--- src/rtl/ahb_interconnect_prio_arbiter.sv ---
// N-master priority arbiter for the AHB-lite master-side address mux.
// Highest priority wins, ties rotate round-robin, locked transfers and hready boundaries are honoured.
module ahb_interconnect_prio_arbiter #(
    parameter int N_MASTER       = 4,
    parameter int PRIO_W         = 2,
    parameter int HOLD_MAX       = 16,
    parameter int DEFAULT_MASTER = 0,
    localparam int ID_W          = (N_MASTER > 1) ? $clog2(N_MASTER) : 1,
    localparam int HOLD_W        = $clog2(HOLD_MAX)
) (
    input  logic                       HCLK,
    input  logic                       HRESET,
    input  logic [N_MASTER-1:0]        req,
    input  logic [N_MASTER-1:0]        lock,
    input  logic [N_MASTER*PRIO_W-1:0] prio,
    input  logic                       hready,
    output logic [N_MASTER-1:0]        grant,
    output logic [ID_W-1:0]            grant_id,
    output logic                       grant_valid,
    output logic                       grant_chg
);

    typedef enum logic [1:0] {
        PARK = 2'd0,
        OWN  = 2'd1,
        LOCK = 2'd2
    } state_t;

    localparam logic [ID_W-1:0]     DEF_ID   = ID_W'(DEFAULT_MASTER);
    localparam logic [HOLD_W-1:0]   HOLD_TOP = HOLD_W'(HOLD_MAX - 1);
    localparam logic [N_MASTER-1:0] ONE_HOT0 = N_MASTER'(1);

    state_t                state_reg, state_next;
    logic [N_MASTER-1:0]   grant_reg;
    logic [ID_W-1:0]       grant_id_reg, grant_id_next;
    logic                  grant_valid_reg, grant_valid_next;
    logic                  grant_chg_reg, grant_chg_next;
    logic [HOLD_W-1:0]     hold_cnt_reg, hold_cnt_next;
    logic [ID_W-1:0]       rr_ptr_reg, rr_ptr_next;

    logic [PRIO_W-1:0]     prio_arr [N_MASTER];
    logic                  win_valid;
    logic [ID_W-1:0]       win_id;
    logic [PRIO_W-1:0]     win_prio;
    logic [ID_W-1:0]       scan_idx;

    logic                  owner_req, owner_lock;
    logic [PRIO_W-1:0]     owner_prio;
    logic                  take_winner, go_park, keep_inc;

    generate
        for (genvar gi = 0; gi < N_MASTER; gi++) begin : g_prio
            assign prio_arr[gi] = prio[gi*PRIO_W +: PRIO_W];
        end
    endgenerate

    // Scan from rr_ptr+1 upward; only a strictly greater priority replaces the
    // current best, so the first equal-priority master in rotation order wins.
    always_comb begin
        win_valid = 1'b0;
        win_id    = '0;
        win_prio  = '0;
        scan_idx  = '0;
        for (int k = 1; k <= N_MASTER; k++) begin
            scan_idx = ID_W'((int'(rr_ptr_reg) + k) % N_MASTER);
            if (req[scan_idx] && (!win_valid || (prio_arr[scan_idx] > win_prio))) begin
                win_valid = 1'b1;
                win_id    = scan_idx;
                win_prio  = prio_arr[scan_idx];
            end
        end
    end

    assign owner_req  = req[grant_id_reg];
    assign owner_lock = lock[grant_id_reg];
    assign owner_prio = prio_arr[grant_id_reg];

    always_comb begin
        take_winner = 1'b0;
        go_park     = 1'b0;
        keep_inc    = 1'b0;
        state_next  = state_reg;
        case (state_reg)
            PARK: begin
                take_winner = win_valid;
            end
            OWN, LOCK: begin
                if (state_reg == LOCK && owner_req && owner_lock) begin
                    state_next = LOCK;
                end else if (!owner_req) begin
                    take_winner = win_valid;
                    go_park     = !win_valid;
                end else if (owner_lock) begin
                    state_next = LOCK;
                end else if (win_prio > owner_prio) begin
                    take_winner = 1'b1;
                end else if (hold_cnt_reg == HOLD_TOP && win_id != grant_id_reg) begin
                    // rr_ptr equals the owner here, so a differing winner is an equal-prio peer
                    take_winner = 1'b1;
                end else begin
                    state_next = OWN;
                    keep_inc   = 1'b1;
                end
            end
            default: begin
                go_park = 1'b1;
            end
        endcase
    end

    always_comb begin
        grant_id_next    = grant_id_reg;
        grant_valid_next = grant_valid_reg;
        grant_chg_next   = 1'b0;
        hold_cnt_next    = hold_cnt_reg;
        rr_ptr_next      = rr_ptr_reg;
        if (take_winner) begin
            grant_id_next    = win_id;
            grant_valid_next = 1'b1;
            grant_chg_next   = 1'b1;
            hold_cnt_next    = '0;
            rr_ptr_next      = win_id;
        end else if (go_park) begin
            grant_id_next    = DEF_ID;
            grant_valid_next = 1'b0;
            grant_chg_next   = (grant_id_reg != DEF_ID);
            hold_cnt_next    = '0;
        end else if (keep_inc && hold_cnt_reg != HOLD_TOP) begin
            hold_cnt_next    = hold_cnt_reg + 1'b1;
        end
    end

    always_ff @(posedge HCLK) begin
        if (HRESET) begin
            state_reg       <= PARK;
            grant_reg       <= ONE_HOT0 << DEF_ID;
            grant_id_reg    <= DEF_ID;
            grant_valid_reg <= 1'b0;
            grant_chg_reg   <= 1'b0;
            hold_cnt_reg    <= '0;
            rr_ptr_reg      <= DEF_ID;
        end else if (hready) begin
            state_reg       <= take_winner ? OWN : (go_park ? PARK : state_next);
            grant_reg       <= ONE_HOT0 << grant_id_next;
            grant_id_reg    <= grant_id_next;
            grant_valid_reg <= grant_valid_next;
            grant_chg_reg   <= grant_chg_next;
            hold_cnt_reg    <= hold_cnt_next;
            rr_ptr_reg      <= rr_ptr_next;
        end else begin
            // the change pulse is a single cycle even if the bus stalls right after
            grant_chg_reg   <= 1'b0;
        end
    end

    assign grant       = grant_reg;
    assign grant_id    = grant_id_reg;
    assign grant_valid = grant_valid_reg;
    assign grant_chg   = grant_chg_reg;

endmodule

--- config.mk ---
export PLATFORM = sky130hd
export DESIGN_NAME = ahb_interconnect_prio_arbiter
export DESIGN_NICKNAME = d
export VERILOG_FILES = /design/src/rtl/ahb_interconnect_prio_arbiter.sv
export SDC_FILE = /design/constraint.sdc
export NUM_CORES = 1
export LEC_CHECK = 0
export ABC_CLOCK_PERIOD_IN_PS = 7500
export BUFFER_PORTS_ARGS = -buffer_cell sky130_fd_sc_hd__clkbuf_2
export CORE_ASPECT_RATIO = 1.1
export CORE_MARGIN = 8
export CORE_UTILIZATION = 58
export DETAILED_ROUTE_END_ITERATION = 8
export HOLD_SLACK_MARGIN = 0.02
export PLACE_DENSITY_LB_ADDON = 0.12
export SYNTH_ARGS = -nofsm -noshare
export SYNTH_HDL_FRONTEND = slang
export SYNTH_SLANG_ARGS = --single-unit
--- constraint.sdc ---
create_clock -name HCLK -period 7.5 [get_ports HCLK]
set_input_delay 0.375 -clock HCLK [delete_from_list [all_inputs] [get_ports HCLK]]
set_output_delay 0.375 -clock HCLK [all_outputs]
set_load 0.02 [all_outputs]
==> results.sh, run 1 <==
export IMPL_status="finished clean"
export IMPL_syn2layout_area_growth_pct=8.68
export IMPL_start_util_pct=61.0
export IMPL_core_um2=3070
export IMPL_chipHeight_um=75.6
export IMPL_htree_levels=1
export IMPL_setup_viol=0
export IMPL_p_int_w=0.000423
export IMPL_chipWidth_um=70.2
export IMPL_p_leak_nw=0.856
export IMPL_port_buffers=26
export IMPL_crit_family="compound AO/OA/AOI/OAI gates"
export IMPL_seq_area_um2=322
export IMPL_antennaDiodeCount=0
export IMPL_p_per_area_nw_per_um2=419
export IMPL_hold_viol=0
export IMPL_worst_skew_pair_late_latency_ns=0.28
export IMPL_rows=21
export IMPL_ios=27
export IMPL_instances_no_fill=281
export IMPL_vias=1719
export IMPL_syn_area_per_cell_um2=8.26
export IMPL_clk_pin_slew_ns=0.09
export IMPL_clock_path_buffers=2
export IMPL_hold_class="in2reg"
export IMPL_grt_remaining_overflow=0
export IMPL_pwr_share_seq_pct=16.6
export IMPL_netlist_instances=227
export IMPL_ir_drop_mv=0.336
export IMPL_finClkSkew_ns=0.00211
export IMPL_post_place_cells=277
export IMPL_fin_crit_ns=6.90
export IMPL_remaining_drc_errors=0
export IMPL_synth_distinct_cells=61
export IMPL_syn_num_nets=257
export IMPL_grt_pass1_vias=1650
export IMPL_cts_root_buffer="clkbuf_4"
export IMPL_hpwl_mm=3.33
export IMPL_multi_input_area_um2=1440
export IMPL_synth_edff_count=0
export IMPL_fin_crit_sh_pct=92.0
export IMPL_finalWirelength_mm=4.16
export IMPL_track_usage_pct=15.6
export IMPL_fin_nets=278
export IMPL_post_place_ws_ns=0.377
export IMPL_drt_pass1_iterations=4
export IMPL_max_slew_worst_pin_slew_ns=0.608
export IMPL_worstPathMaxFanout=14
export IMPL_crit_required_ns=7.71
export IMPL_cpMaxStageDelayCell="dfxtp_2"
export IMPL_via_per_inst=6.12
export IMPL_drt_iter0_markers=97
export IMPL_power_w=0.000854
export IMPL_drv_slew=0
export IMPL_cts_buffers=3
export IMPL_rsz0062_at_grt="no"
export IMPL_tritoncts="yes"
export IMPL_crit_arrival_ns=7.11
export IMPL_yosysSeqAreaShare_pct=17.1
export IMPL_switchingPower_w=0.000430
export IMPL_grt_max_degree=23
export IMPL_critPathLaunchType="register"
export IMPL_fin_ws_ns=0.597
export IMPL_path_class="reg2reg"
export IMPL_max_freq_ghz=0.145
export IMPL_comb_power_share_pct=76.8
export IMPL_async_reset_ff_share_pct=0
export IMPL_max_slew_margin_pct=59.5
export IMPL_netlist_area_um2=1870
export IMPL_clock_sinks=16
export IMPL_yosysWarnings=0
export IMPL_path_buf_inv=0
export IMPL_maxCapViolCount=0
export IMPL_grt_pass1_wl_mm=6.98
export IMPL_fillers=277
export IMPL_synth_seq_cells=16
export IMPL_netSwitchingFraction_pct=50.4
export IMPL_layout_common_cells="nand2_1, nor2_1, clkbuf_2, mux2i_1, dfxtp_1"
export IMPL_fin_setup_tns_ns=0
export IMPL_clkPwrFrac_pct=6.5
export IMPL_wl_per_cell_um=14.8
export IMPL_place_gp_congestion=0.828
export IMPL_antenna_found_initial=0
export IMPL_ys_flop_type="dfxtp_1"
export IMPL_layout_drive_gt1_share_pct=25.1
export IMPL_slowest_delay_ns=0.55
export IMPL_ant_nets=0
export IMPL_critPathCaptureType="register"
export IMPL_die_area_um2=5310
-- synth_stat cells, types with 2 or more instances --
master    instances  area [um2]
nand2_1          26        97.6
nor2_1           26        97.6
dfxtp_1          16         320
mux2i_1          16         160
o21ai_0          13        65.1
a21oi_1          11        55.1
ha_1             11         138
inv_1            11        41.3
clkbuf_1          7        26.3
a31oi_1           6        37.5
mux2_2            6        67.6
mux4_2            4        90.1
nor2b_1           4        25.0
buf_4             3        22.5
nand2b_1          3        18.8
nand4_1           3        18.8
o21ai_1           3        15.0
a211o_1           2        17.5
a211oi_1          2        15.0
and2_1            2        12.5
and3_1            2        12.5
buf_2             2        10.0
mux2_1            2        22.5
mux2_4            2        30.0
mux2i_2           2        27.5
nand3b_1          2        15.0
nor3_1            2        10.0
nor3b_1           2        15.0
nor4_1            2        12.5
o211ai_1          2        15.0
o22ai_1           2        12.5
-- layout make-up --
type                       count  share of cell area (%)
multi-input combinational    186                    70.6
sequential                    16                    15.8
clock buffer                   4                    1.78
timing repair buffer          29                    7.49
inverter                      12                    2.21
tap                           34                    2.09
-- final timing paths --
kind | slack, ns | start | depth (start not counted) | endpoint
setup / recovery | 0.60 | rr_ptr_reg[1] | 29 | grant[2]
hold / removal | 0.44 | HRESET | 2 | grant[2]
setup reg to reg | 0.60 | rr_ptr_reg[1] | 29 | grant[2]
hold reg to reg | 0.49 | grant[2] | 2 | grant[2]
-- worst reg2reg max path, delay by kind of cell (launching register included) --
kind	cells	cell delay, ns
flip-flops	1	0.55
AND/OR/NAND/NOR	9	1.25
AO/OA/AOI/OAI	12	2.42
adder cells (fa/ha/maj)	4	1.18
multiplexers	4	1.44
-- what timing repair did --
item / 4_1_cts / 5_1_grt
setup buffers: 0 / 0
hold buffers: 0 / 0
resized for setup: 0 / 1
setup endpoints to repair: 0 / 5
-- power by group through the flow --
stage	sequential, W	clock [W]	combinational [W]
floorplan	0.000143	0	0.000535
global placement	0.000143	0	0.000648
detailed placement	0.000144	0	0.000656
CTS	0.000142	0.0000579	0.000659
global route	0.000148	0.0000623	0.000730
finish	0.000142	0.0000558	0.000656
-- metrics by stage --
step	cell area (um2)	hold WS (ns)	util [%]
2_1_floorplan	1870	0.457	-
3_3_place_gp	2000	0.468	65.0
3_5_place_dp	2000	0.478	65.0
4_1_cts	2040	0.419	66.2
5_1_grt	2040	0.434	66.3
6_report	2040	0.436	66.3
-- per-layer routing --
layer	wire, um	global-route usage, %	part of all wire (%)	vias up
li1	-	-	-	881
met4	51	6.03	1.2	0
met2	2120	29.8	51	37
met3	122	1.30	2.9	6
met1	1860	17.6	45	795
met5	0	0	0	-
-- kinds of logic after synthesis --
kind of cell | share of synthesized area, %
buf+inv | 6.14
simple gates | 21.8
mux | 21.2
xor+xnor | 0.935
compound gates | 25.5
flops | 17.1
fa+ha+maj | 7.34
No activity file was read; power rests on OpenSTA's default activity.
==> run 2: changes to the inputs <==
--- a/config.mk
+++ b/config.mk
@@ -12,7 +12,7 @@
 export CORE_UTILIZATION = 58
 export DETAILED_ROUTE_END_ITERATION = 8
 export HOLD_SLACK_MARGIN = 0.02
-export PLACE_DENSITY_LB_ADDON = 0.12
+export PLACE_DENSITY = 0.81
 export SYNTH_ARGS = -nofsm -noshare
 export SYNTH_HDL_FRONTEND = slang
 export SYNTH_SLANG_ARGS = --single-unit
==> run 2 against run 1 <==
Cell count stayed put. Power is 0.29% higher. Via count shrank 0.29%. Register-to-register slack got worse by 0.05 ns. Worst setup slack got worse by 0.051 ns. Critical path depth up 1. Clock power increased by 4.3%. Worst hold slack worse by 0.013 ns. Critical path type unchanged. Critical endpoint unchanged. Largest power group unchanged. Highest routed layer unchanged.
==> results.sh, run 2 (synthesis gave the netlist of run 1 again) <==
export IMPL_pwr_share_seq_pct=16.3
export IMPL_rsz0062_at_grt="no"
export IMPL_track_usage_pct=15.9
export IMPL_chipHeight_um=75.6
export IMPL_chipWidth_um=70.2
export IMPL_finClkSkew_ns=0.00303
export IMPL_max_slew_worst_pin_slew_ns=0.630
export IMPL_die_area_um2=5310
export IMPL_hold_viol=0
export IMPL_clkPwrFrac_pct=6.8
export IMPL_clock_path_buffers=2
export IMPL_cpMaxStageDelayCell="dfxtp_1"
export IMPL_cts_setup_buffers=0
export IMPL_remaining_drc_errors=0
export IMPL_p_per_area_nw_per_um2=421
export IMPL_vias=1714
export IMPL_critPathLaunchType="register"
export IMPL_grt_max_degree=23
export IMPL_drv_slew=0
export IMPL_worstPathMaxFanout=19
export IMPL_cts_resized=0
export IMPL_wl_per_cell_um=14.8
export IMPL_critPathCaptureType="register"
export IMPL_antennaDiodeCount=0
export IMPL_fillers=273
export IMPL_start_util_pct=61.0
export IMPL_path_class="reg2reg"
export IMPL_drt_iter0_markers=111
export IMPL_netSwitchingFraction_pct=50.6
export IMPL_hold_class="in2reg"
export IMPL_maxCapViolCount=0
export IMPL_layout_drive_gt1_share_pct=24.7
export IMPL_core_um2=3070
export IMPL_crit_family="compound AO/OA/AOI/OAI gates"
export IMPL_crit_required_ns=7.72
export IMPL_hold_buffers=0
export IMPL_ios=27
export IMPL_post_route_util_pct=66.2
export IMPL_fin_nets=278
export IMPL_rows=21
export IMPL_worst_skew_pair_late_latency_ns=0.29
export IMPL_status="finished clean"
export IMPL_clock_sinks=16
export IMPL_setup_viol=0
export IMPL_syn2layout_area_growth_pct=8.61
export IMPL_cts_buffers=3
export IMPL_clk_pin_slew_ns=0.09
export IMPL_grt_pass1_vias=1628
export IMPL_place_gp_congestion=0.924
export IMPL_cpMostUsedCell="nand2_1"
export IMPL_via_per_inst=6.10
export IMPL_path_buf_inv=2
export IMPL_grt_remaining_overflow=0
export IMPL_switchingPower_w=0.000433
export IMPL_port_buffers=26
export IMPL_fin_setup_tns_ns=0
export IMPL_crit_arrival_ns=7.17
export IMPL_layout_common_cells="nand2_1, nor2_1, clkbuf_2, mux2i_1, dfxtp_1"
export IMPL_power_w=0.000856
export IMPL_antenna_found_initial=0
export IMPL_tritoncts="yes"
export IMPL_drt_pass1_iterations=6
export IMPL_hpwl_mm=3.26
export IMPL_cts_root_buffer="clkbuf_4"
export IMPL_max_slew_margin_pct=58.0
export IMPL_max_freq_ghz=0.144
export IMPL_r2r_slack_ns=0.55
export IMPL_slowest_delay_ns=0.58
export IMPL_p_int_w=0.000423
export IMPL_grt_pass1_wl_mm=7.18
export IMPL_ant_nets=0
export IMPL_p_leak_nw=0.855
export IMPL_ir_drop_mv=0.253
export IMPL_finalWirelength_mm=4.15
export IMPL_comb_power_share_pct=76.9
export IMPL_fin_crit_sh_pct=92.7
export IMPL_fin_crit_ns=6.95
export IMPL_htree_levels=1
-- run 2: layer usage --
| layer | part of all wire (%) | global-route usage [%] |
|---|---|---|
| met2 | 50 | 30.1 |
| met5 | 0 | 0 |
| met4 | 1.2 | 5.13 |
| met3 | 3.2 | 2.60 |
| met1 | 45 | 17.9 |
-- run 2: area by class of cell --
type                            count  area (um2)  area share (%)
Inverter                           12        45.0            2.21
Sequential cell                    16         320            15.7
Clock buffer                        4        36.3            1.78
Tap cell                           34        42.5            2.09
Timing Repair Buffer               29         153            7.50
Multi-Input combinational cell    186        1440            70.7
-- run 2: power by group through the flow --
stage	combinational (W)	sequential [W]	clock [W]
final	0.000658	0.000140	0.0000582
after global routing	0.000738	0.000144	0.0000629
after CTS	0.000658	0.000139	0.0000593
after detailed placement	0.000653	0.000142	0
after global placement	0.000641	0.000140	0
after floorplan	0.000535	0.000143	0
-- run 2: stage by stage --
| step | std cells | hold WS [ns] | area (um2) | setup slack (ns) |
|---|---|---|---|---|
| after floorplan | 227 | 0.457 | 1870 | 0.904 |
| final | 281 | 0.423 | 2040 | 0.546 |
| after global placement | 277 | 0.466 | 2000 | 0.781 |
| after detailed placement | 277 | 0.473 | 2000 | 0.596 |
| after CTS | 281 | 0.426 | 2040 | 0.555 |
| after global routing | 281 | 0.429 | 2040 | 0.0930 |
-- run 2: path summary, 6_finish.rpt --
| path | from | to | depth (start not counted) |
|---|---|---|---|
| worst max register to register | rr_ptr_reg[1] | grant[2] | 30 |
| worst max-delay path | rr_ptr_reg[1] | grant[2] | 30 |
| worst min register to register | grant_valid | grant_valid | 2 |
| worst min-delay path | HRESET | grant[2] | 2 |
